===== config.mk =====
export PLATFORM = sky130hd
export DESIGN_NAME = bin_xnor_mac_stream
export DESIGN_NICKNAME = d
export VERILOG_FILES = /design/src/rtl/bin_mult_pkg.sv /design/src/rtl/bin_popcount.sv /design/src/rtl/bin_xnor_mac_stream.sv
export SDC_FILE = /design/constraint.sdc
export NUM_CORES = 1
export LEC_CHECK = 0
export CAP_MARGIN = 20
export CORE_ASPECT_RATIO = 1.5
export CORE_MARGIN = 2
export CORE_UTILIZATION = 58
export DETAILED_ROUTE_END_ITERATION = 10
export PLACE_DENSITY = 0.81
export SLEW_MARGIN = 40
export SYNTH_ARGS = -nofsm -noshare
export SYNTH_HDL_FRONTEND = slang
export SYNTH_SLANG_ARGS = --single-unit

===== constraint.sdc =====
create_clock -name clk -period 8.15 [get_ports clk]
set_input_delay 1.63 -clock clk [delete_from_list [all_inputs] [get_ports clk]]
set_output_delay 1.63 -clock clk [all_outputs]
set_load 0.01 [all_outputs]

===== src/rtl/bin_mult_pkg.sv =====
// Shared types and width helpers for the binary XNOR/AND popcount MAC stream.
package bin_mult_pkg;

  typedef enum logic [1:0] {
    ACCUM = 2'd0,
    DRAIN = 2'd1,
    HOLD  = 2'd2
  } state_t;

  // Bits needed to hold any count in 0..max_val.
  function automatic int cnt_width(input int max_val);
    return $clog2(max_val + 1);
  endfunction

  // Bits needed to index n entries, never less than one.
  function automatic int idx_width(input int n);
    return (n > 1) ? $clog2(n) : 1;
  endfunction

endpackage


===== src/rtl/bin_popcount.sv =====
// Purely combinational population count of an N-bit vector.
module bin_popcount #(
  parameter int N = 49,
  parameter int W = 6
) (
  input  logic [N-1:0] vec,
  output logic [W-1:0] count
);

  always_comb begin
    count = '0;
    for (int i = 0; i < N; i++) begin
      count = count + W'(vec[i]);
    end
  end

endmodule


===== src/rtl/bin_xnor_mac_stream.sv =====
// Streaming binary MAC: per-channel XNOR/AND against stored weights, popcount,
// accumulate NCH beats, then present count and binarised sign on valid/ready.
module bin_xnor_mac_stream
  import bin_mult_pkg::*;
#(
  parameter  int KW    = 7,
  parameter  int NCH   = 4,
  parameter  int THR   = (NCH * KW * KW + 1) / 2,
  localparam int N     = KW * KW,
  localparam int AW    = idx_width(NCH),
  localparam int P1_W  = cnt_width(KW * KW),
  localparam int ACC_W = cnt_width(NCH * KW * KW)
) (
  input  logic             clk,
  input  logic             rst,
  input  logic             c_rst,
  input  logic             wgt_we,
  input  logic [AW-1:0]    wgt_addr,
  input  logic [N-1:0]     wgt_data,
  input  logic             img_valid,
  output logic             img_ready,
  input  logic [N-1:0]     img_data,
  input  logic             and_mode,
  output logic             out_valid,
  input  logic             out_ready,
  output logic [ACC_W-1:0] out_popcount,
  output logic             out_sign,
  output logic [1:0]       dbg_state
);

  // Handshake rule on both ports: a transfer happens on a rising edge where
  // valid and ready are both high; valid never waits on ready, and a held
  // output keeps its payload stable until the transfer edge.

  localparam logic [AW-1:0] LAST_K = AW'(NCH - 1);

  logic [N-1:0]     wgt [NCH];
  state_t           state;
  logic [AW-1:0]    k;
  logic [P1_W-1:0]  p1;
  logic             p1_v;
  logic [ACC_W-1:0] acc;
  logic [N-1:0]     masked;
  logic [P1_W-1:0]  pc;
  logic             accept;

  assign accept = img_valid && img_ready;

  // The read happens before the edge, so a same-edge write is not yet visible.
  always_comb begin
    masked = '0;
    if (and_mode) masked = img_data & wgt[k];
    else          masked = ~(img_data ^ wgt[k]);
  end

  bin_popcount #(
    .N (N),
    .W (P1_W)
  ) u_popcount (
    .vec   (masked),
    .count (pc)
  );

  // c_rst keeps the weights; only the full reset clears them.
  always_ff @(posedge clk) begin
    if (rst) begin
      for (int i = 0; i < NCH; i++) wgt[i] <= '0;
    end else if (wgt_we && (int'(wgt_addr) < NCH)) begin
      wgt[wgt_addr] <= wgt_data;
    end
  end

  always_ff @(posedge clk) begin
    if (rst || c_rst) begin
      state     <= ACCUM;
      k         <= '0;
      p1        <= '0;
      p1_v      <= 1'b0;
      acc       <= '0;
      img_ready <= 1'b1;
      out_valid <= 1'b0;
    end else begin
      p1_v <= accept;
      if (accept) p1 <= pc;
      if (p1_v) acc <= acc + ACC_W'(p1);

      case (state)
        ACCUM: begin
          if (accept) begin
            if (k == LAST_K) begin
              k         <= '0;
              state     <= DRAIN;
              img_ready <= 1'b0;
            end else begin
              k <= k + 1'b1;
            end
          end
        end
        DRAIN: begin
          state     <= HOLD;
          out_valid <= 1'b1;
        end
        HOLD: begin
          // p1_v is always low here, so clearing acc cannot lose a beat.
          if (out_ready) begin
            acc       <= '0;
            state     <= ACCUM;
            out_valid <= 1'b0;
            img_ready <= 1'b1;
          end
        end
        default: begin
          state     <= ACCUM;
          k         <= '0;
          acc       <= '0;
          img_ready <= 1'b1;
          out_valid <= 1'b0;
        end
      endcase
    end
  end

  assign out_popcount = out_valid ? acc : '0;
  assign out_sign     = out_valid && (acc >= ACC_W'(THR));
  assign dbg_state    = state;

endmodule

Yosys cells after proc, flatten, opt, wreduce, memory -nomap -nowiden
Memory sizes are Yosys's and may differ from the RTL's. A register that Yosys moved wholly into a read port is not among the register bits.
Index checks and enable logic that the tools add are counted.
{"block": "totals", "mem_count": 1, "ramBits": 196, "regBits": 21, "elab_cells": 110}
{"memory": "wgt", "words": 4, "word_bits": 49, "rd": 1, "rd_clocked_by_memory_dff": 1, "wr": 4, "line": "bin_xnor_mac_stream.sv:37", "source": "logic [N-1:0] wgt [NCH];"}
{"block": "classes", "reduce_logical": 11, "muxes": 28, "eq_ne": 6, "add_sub_neg": 50, "n_lt_le_gt_ge": 1, "bitwise": 6}
{"cell": "adder 6 x 1 -> 6 bit", "n": 47}
{"cell": "2-to-1 mux 49 bit", "n": 2}
{"cell": "bitwise AND 49 bit", "n": 1}
{"cell": "NOT 49 bit", "n": 1}
{"cell": "OR reduction 49 bit", "n": 1}
{"cell": "XOR 49 bit", "n": 1}
{"cell": "2-to-1 mux 8 bit", "n": 3}
{"cell": "2-to-1 mux 2 bit", "n": 8}
{"cell": "case mux 8 bit (2 select lines)", "n": 1}
{"cell": "2-to-1 mux 1 bit", "n": 10}
{"cell": "adder 8 x 6 -> 8 bit", "n": 1}
{"cell": "greater-or-equal comparator 8 x 7 -> 1 bit (second input constant)", "n": 1}
{"cell": "!= test 2 bit (second input constant)", "n": 3}
{"cell": "case mux 1 bit (3 select lines)", "n": 2}
{"cell": "case mux 2 bit (3 select lines)", "n": 1}
{"cell": "== test 2 bit (second input constant)", "n": 2}
{"cell": "case mux 2 bit (2 select lines)", "n": 1}
{"cell": "AND reduction 2 bit", "n": 2}
{"cell": "AND reduction 4 bit", "n": 1}
{"cell": "OR reduction 2 bit", "n": 2}
{"cell": "NOT 1 bit", "n": 3}
{"cell": "AND reduction 3 bit", "n": 1}
{"cell": "adder 1 x 1 -> 2 bit", "n": 1}
{"cell": "adder 2 x 1 -> 2 bit (second input constant)", "n": 1}
{"cell": "other kinds (4)", "n": 5}

Logic depth before layout (Yosys ltp)
{"block": "depth", "depth_word": 51, "mapped_depth": 25}

Hierarchy
Synthesis repeated with hierarchy kept, for this count alone.
{"block": "unflattened", "cells_unflattened": 896, "hier_area_um2": 12186.7}
{"module": "bin_xnor_mac_stream", "cells_each": 778, "instances": 1, "area_per_inst_um2": 10958.0}
{"module": "bin_popcount", "cells_each": 118, "instances": 1, "area_per_inst_um2": 1228.7}

Worst setup path after synthesis
Ideal clock, no wire load.
{"block": "synth_path", "path_kind": "input port to flip-flop", "start": "in and_mode", "end": "reg p1[4]", "cell_stages": 22, "t_required_ns": 8.071, "path_buffers": 3, "arrival_time_ns": 7.270, "setup_ns": 0.079, "setup_slack_ns": 0.801, "path_cell_list": "clkbuf_1 > buf_2 > clkbuf_1 > nand2_1 > o21ai_0 > ha_1 > fa_1 > fa_1 > fa_1 > fa_1 > fa_1 > inv_1 > fa_1 > fa_1 > inv_1 > ha_1 > inv_1 > fa_1 > nor2b_1 > o21ai_0 > nor2b_1 > o211ai_1"}
{"block": "synth_via", "elab_chain_len": 49}
{"element": "from (decl)", "line": "bin_xnor_mac_stream.sv:23", "source": "input logic and_mode,"}
{"element": "2-to-1 mux 49 bit (*)", "line": "bin_xnor_mac_stream.sv:52", "source": "if (and_mode) masked = img_data & wgt[k];"}
{"element": "adder 1 x 1 -> 2 bit", "line": "bin_popcount.sv:13", "source": "count = count + W'(vec[i]);"}
{"element": "adder 6 x 1 -> 6 bit (46 in series)", "line": "bin_popcount.sv:13"}
{"element": "adder 6 x 1 -> 6 bit (*)", "line": "bin_popcount.sv:13"}
{"element": "to (signal assigned)", "line": "bin_xnor_mac_stream.sv:84", "source": "if (accept) p1 <= pc;"}
{"element": "to (decl)", "line": "bin_xnor_mac_stream.sv:40", "source": "logic [P1_W-1:0] p1;"}
Every way passes the cells marked *; elsewhere a longest branch is shown, timed or not.
A chain may end at the register's enable or synchronous reset.

Worst setup path in the final report
{"block": "layout_path", "start": "in img_data[1]", "end": "reg p1[4]"}
{"block": "layout_via", "elab_chain_len": 51, "elab_cells_between_ends": 52, "cone_classes": "add/sub (48); mux (1); bitwise (3)"}
{"element": "from (decl)", "line": "bin_xnor_mac_stream.sv:22", "source": "input logic [N-1:0] img_data,"}
{"element": "XOR 49 bit", "line": "bin_xnor_mac_stream.sv:53", "source": "else masked = ~(img_data ^ wgt[k]);"}
{"element": "NOT 49 bit", "line": "bin_xnor_mac_stream.sv:53"}
{"element": "2-to-1 mux 49 bit (*)", "line": "bin_xnor_mac_stream.sv:52"}
{"element": "adder 1 x 1 -> 2 bit (*)", "line": "bin_popcount.sv:13"}
{"element": "adder 6 x 1 -> 6 bit (*) (47 in series)", "line": "bin_popcount.sv:13"}
Marked as above.

==> reports/metrics.csv <==
stage;metric;value;unit
status;status;finished, final reports clean;
worst_hold_path;hold crit path type;flip-flop to flip-flop;
clocking;CTS max path bufs;3;
cells_and_area;Post-Layout Cell Count;1284;
yosys;Top FF cell, synth;edfxtp_1;
clocking;Reg clk slew, reported paths;60;ps
yosys;Synth Net Count;1105;
yosys;post-synth top area share;48.9;%
yosys;Synth area leaders;edfxtp_1 49%, and2_1 11%, mux4_2 9.2%;
clocking;TritonCTS Buffers;21;
yosys;Mapped Cells;886;
sta;Post-Route Skew;11.1;ps
placement;HPWL Detailed;16800;um
floorplanning;Initial Utilization;58.9;%
worst_setup_path;crit path DAT;7640;ps
floorplanning;row count;64;
global_routing;pin count of the biggest net entering global routing;51;
cells_and_area;Net count, final;1222;
sta;Slew headroom;53.6;%
floorplanning;die height;180;um
routing;Avg WL per Cell;20.3;um
routing;DR vias;7200;
clocking;Post-CTS Setup Bufs;0;
global_routing;vias in the first global route;7766;
floorplanning;Die ar.;0.0219;mm^2
clocking;Clock Latency Late Sink;510;ps
routing;Pre-Repair DR Iteration Count;5;
floorplanning;core area;0.0204;mm^2
clocking;TritonCTS clock tree;done;
floorplanning;I/O pins;120;
routing;Vias/cell;5.61;
yosys;most common library cells after synthesis;205 x and2_1, 196 x edfxtp_1, 71 x ha_1, 67 x inv_1, 49 x mux4_2;
clocking;Clock Sinks;219;
worst_setup_path;CP startpoint kind;input pin;
floorplanning;Die X;122;um
job;Max Cap Viol;0;
global_routing;GRT Total Usage;24.3;%
sta;max-slew violations;0;
sta;worst slew pin tran;696;ps
yosys;Synth Area per Inst;13.6;um^2
worst_setup_path;Crit. End Element;flip-flop;
routing;total wire length;26000;um
yosys;flops & latches, synth;219;
yosys;Unique masters post-synth;43;
pwr;pwr dens;347;mW/mm^2
cells_and_area;layout cells sized above 1;11.0;%
global_routing;total grt overflow;0;
placement;dpl ws;435;ps
yosys;Post-synth EDFFs;196;
clocking;Root Buffer;clkbuf_16;
sta;Hold Violations, Final;0;
clocking;# H-tree levels;1;
placement;gpl congestion;0.879;
placement;IO Port Bufs;119;
yosys;asr flop ratio synth;0;%
yosys;cell taking the most area after synthesis;edfxtp_1;
sta;Worst Setup Slack, final;948;ps
worst_setup_path;WP data required;8580;ps
yosys;Ys Warns;0;
routing;Post-DRT Antenna Nets;0;
sta;RSZ-0062 raised after global routing;no;
worst_setup_path;critical path fanouts, max;3;
sta;Finish-stage setup viols;0;
routing;DRT iter0 DRCs;366;
cells_and_area;fill count;1370;
yosys;Synth Cell Area;0.0120;mm^2
yosys;post-synthesis sequential area ratio;52.7;%
worst_setup_path;max incr delay on CP;540;ps
global_routing;initial antenna violation count;3;
clocking;CTS resizes;0;
worst_setup_path;Setup Crit Path Kind;input pin to flip-flop;
yosys;most frequent cell after synthesis;and2_1;
cells_and_area;Final Core Density;70.0;%
sta;Fmax;0.139;GHz
pwr;VDD IR max;0.440;mV
routing;DR DRC count;0;
worst_setup_path;Top cell by count, worst path;fa_1;
sta;setup_tns;0;ps
sta;Period minus WS final;7200;ps
worst_setup_path;CP cell instances;clkdlybuf4s50_1 > ha_1 > mux2i_1 > ha_1 > fa_1 > fa_1 > fa_1 > fa_1 > fa_1 > inv_1 > fa_1 > fa_1 > inv_1 > ha_1 > inv_1 > fa_1 > nor2b_1 > o21ai_0 > nor2b_1 > o211ai_1;
clocking;# hold bufs at CTS;0;
sta;Final period util;88.4;%
placement;placed cells;1242;
worst_setup_path;Worst path slowest cell;fa_1;
global_routing;first-pass GRT wire length;40300;um
pwr;static leakage;5.50;nW
cells_and_area;P&R area growth vs syn;18.9;%
cell type report:
| cell class | instances | area [um^2] | area share (%) |
|---|---|---|---|
| Antenna cell | 3 | 7.51 | 0.0525 |
| Clock buffer | 25 | 541 | 3.78 |
| Clock inverter | 12 | 164 | 1.15 |
| Inverter | 67 | 251 | 1.76 |
| Multi-Input combinational cell | 557 | 5270 | 36.9 |
| Sequential cell | 219 | 6350 | 44.4 |
| Tap cell | 264 | 330 | 2.31 |
| Timing Repair Buffer | 137 | 1380 | 9.68 |
registers in the layout, indices dropped and copies added (netlist names), named ones only:
signal and cells:
out_valid 1, p1 6, p1_v 1, acc 8, k 2, wgt 196
img_ready 1, dbg_state 2
metrics by stage:
step / hold slack, ps / instance area (um^2) / total power [mW]
6_report: 483 / 14300 / 4.96
5_1_grt: 502 / 14300 / 5.44
4_1_cts: 485 / 14300 / 5.01
3_5_place_dp: 468 / 13600 / 3.98
3_3_place_gp: 453 / 13600 / 3.83
2_1_floorplan: 441 / 12000 / 3.34
cells by family (layout without fill, tap and decap cells):
| group | after synthesis | count (layout) | share of synthesized area [%] |
|---|---|---|---|
| simple gates | 295 | 295 | 14.2 |
| flops | 219 | 219 | 52.7 |
| fa+ha+maj | 112 | 112 | 14.2 |
| buf+inv | 110 | 241 | 3.62 |
| mux | 75 | 75 | 11.3 |
| compound gates | 74 | 74 | 3.80 |
| xor+xnor | 1 | 1 | 0.0728 |
| other cells | 0 | 3 | 0 |
metal layers:
| metal | wire length (um) | up-vias | global-route usage (%) |
|---|---|---|---|
| met4 | 738 | 0 | 8.92 |
| li1 | - | 3377 | - |
| met1 | 9530 | 3553 | 27.8 |
| met2 | 14400 | 222 | 45.6 |
| met3 | 1330 | 48 | 3.07 |
| met5 | 0 | - | 0 |
path summary, 6_finish.rpt:
| path | start | end | slack [ps] | cells past startpoint |
|---|---|---|---|---|
| min | acc[7] | acc[7] | 480 | 2 |
| max reg2reg | flip-flop | p1[4] | 1090 | 21 |
| min reg2reg | acc[7] | acc[7] | 480 | 2 |
| max | img_data[1] | p1[4] | 950 | 20 |
cells in the final DEF (no fill, tap or decap), types with 26 or more instances in the layout:
master and n:
ha_1 71, o21ai_0 27, fa_1 41, mux4_2 49
mux2i_1 26, nor2_1 32, and2_1 205, edfxtp_1 196
clkdlybuf4s50_1 118, inv_1 67
worst max-delay path, delay by kind of cell:
family / cells / cell delay, ps
AO/OA/AOI/OAI: 2 / 260
buffers and inverters: 4 / 620
multiplexers: 1 / 180
adder cells (fa/ha/maj): 11 / 4620
AND/OR/NAND/NOR: 2 / 310
power breakdown:
part           switching (mW)  total (mW)  internal, mW
Clock                   0.412        1.01         0.601
Sequential             0.0267        1.34          1.31
Combinational            1.43        2.61          1.17
Total                    1.87        4.96          3.09
No activity file was read; power rests on OpenSTA's default activity.
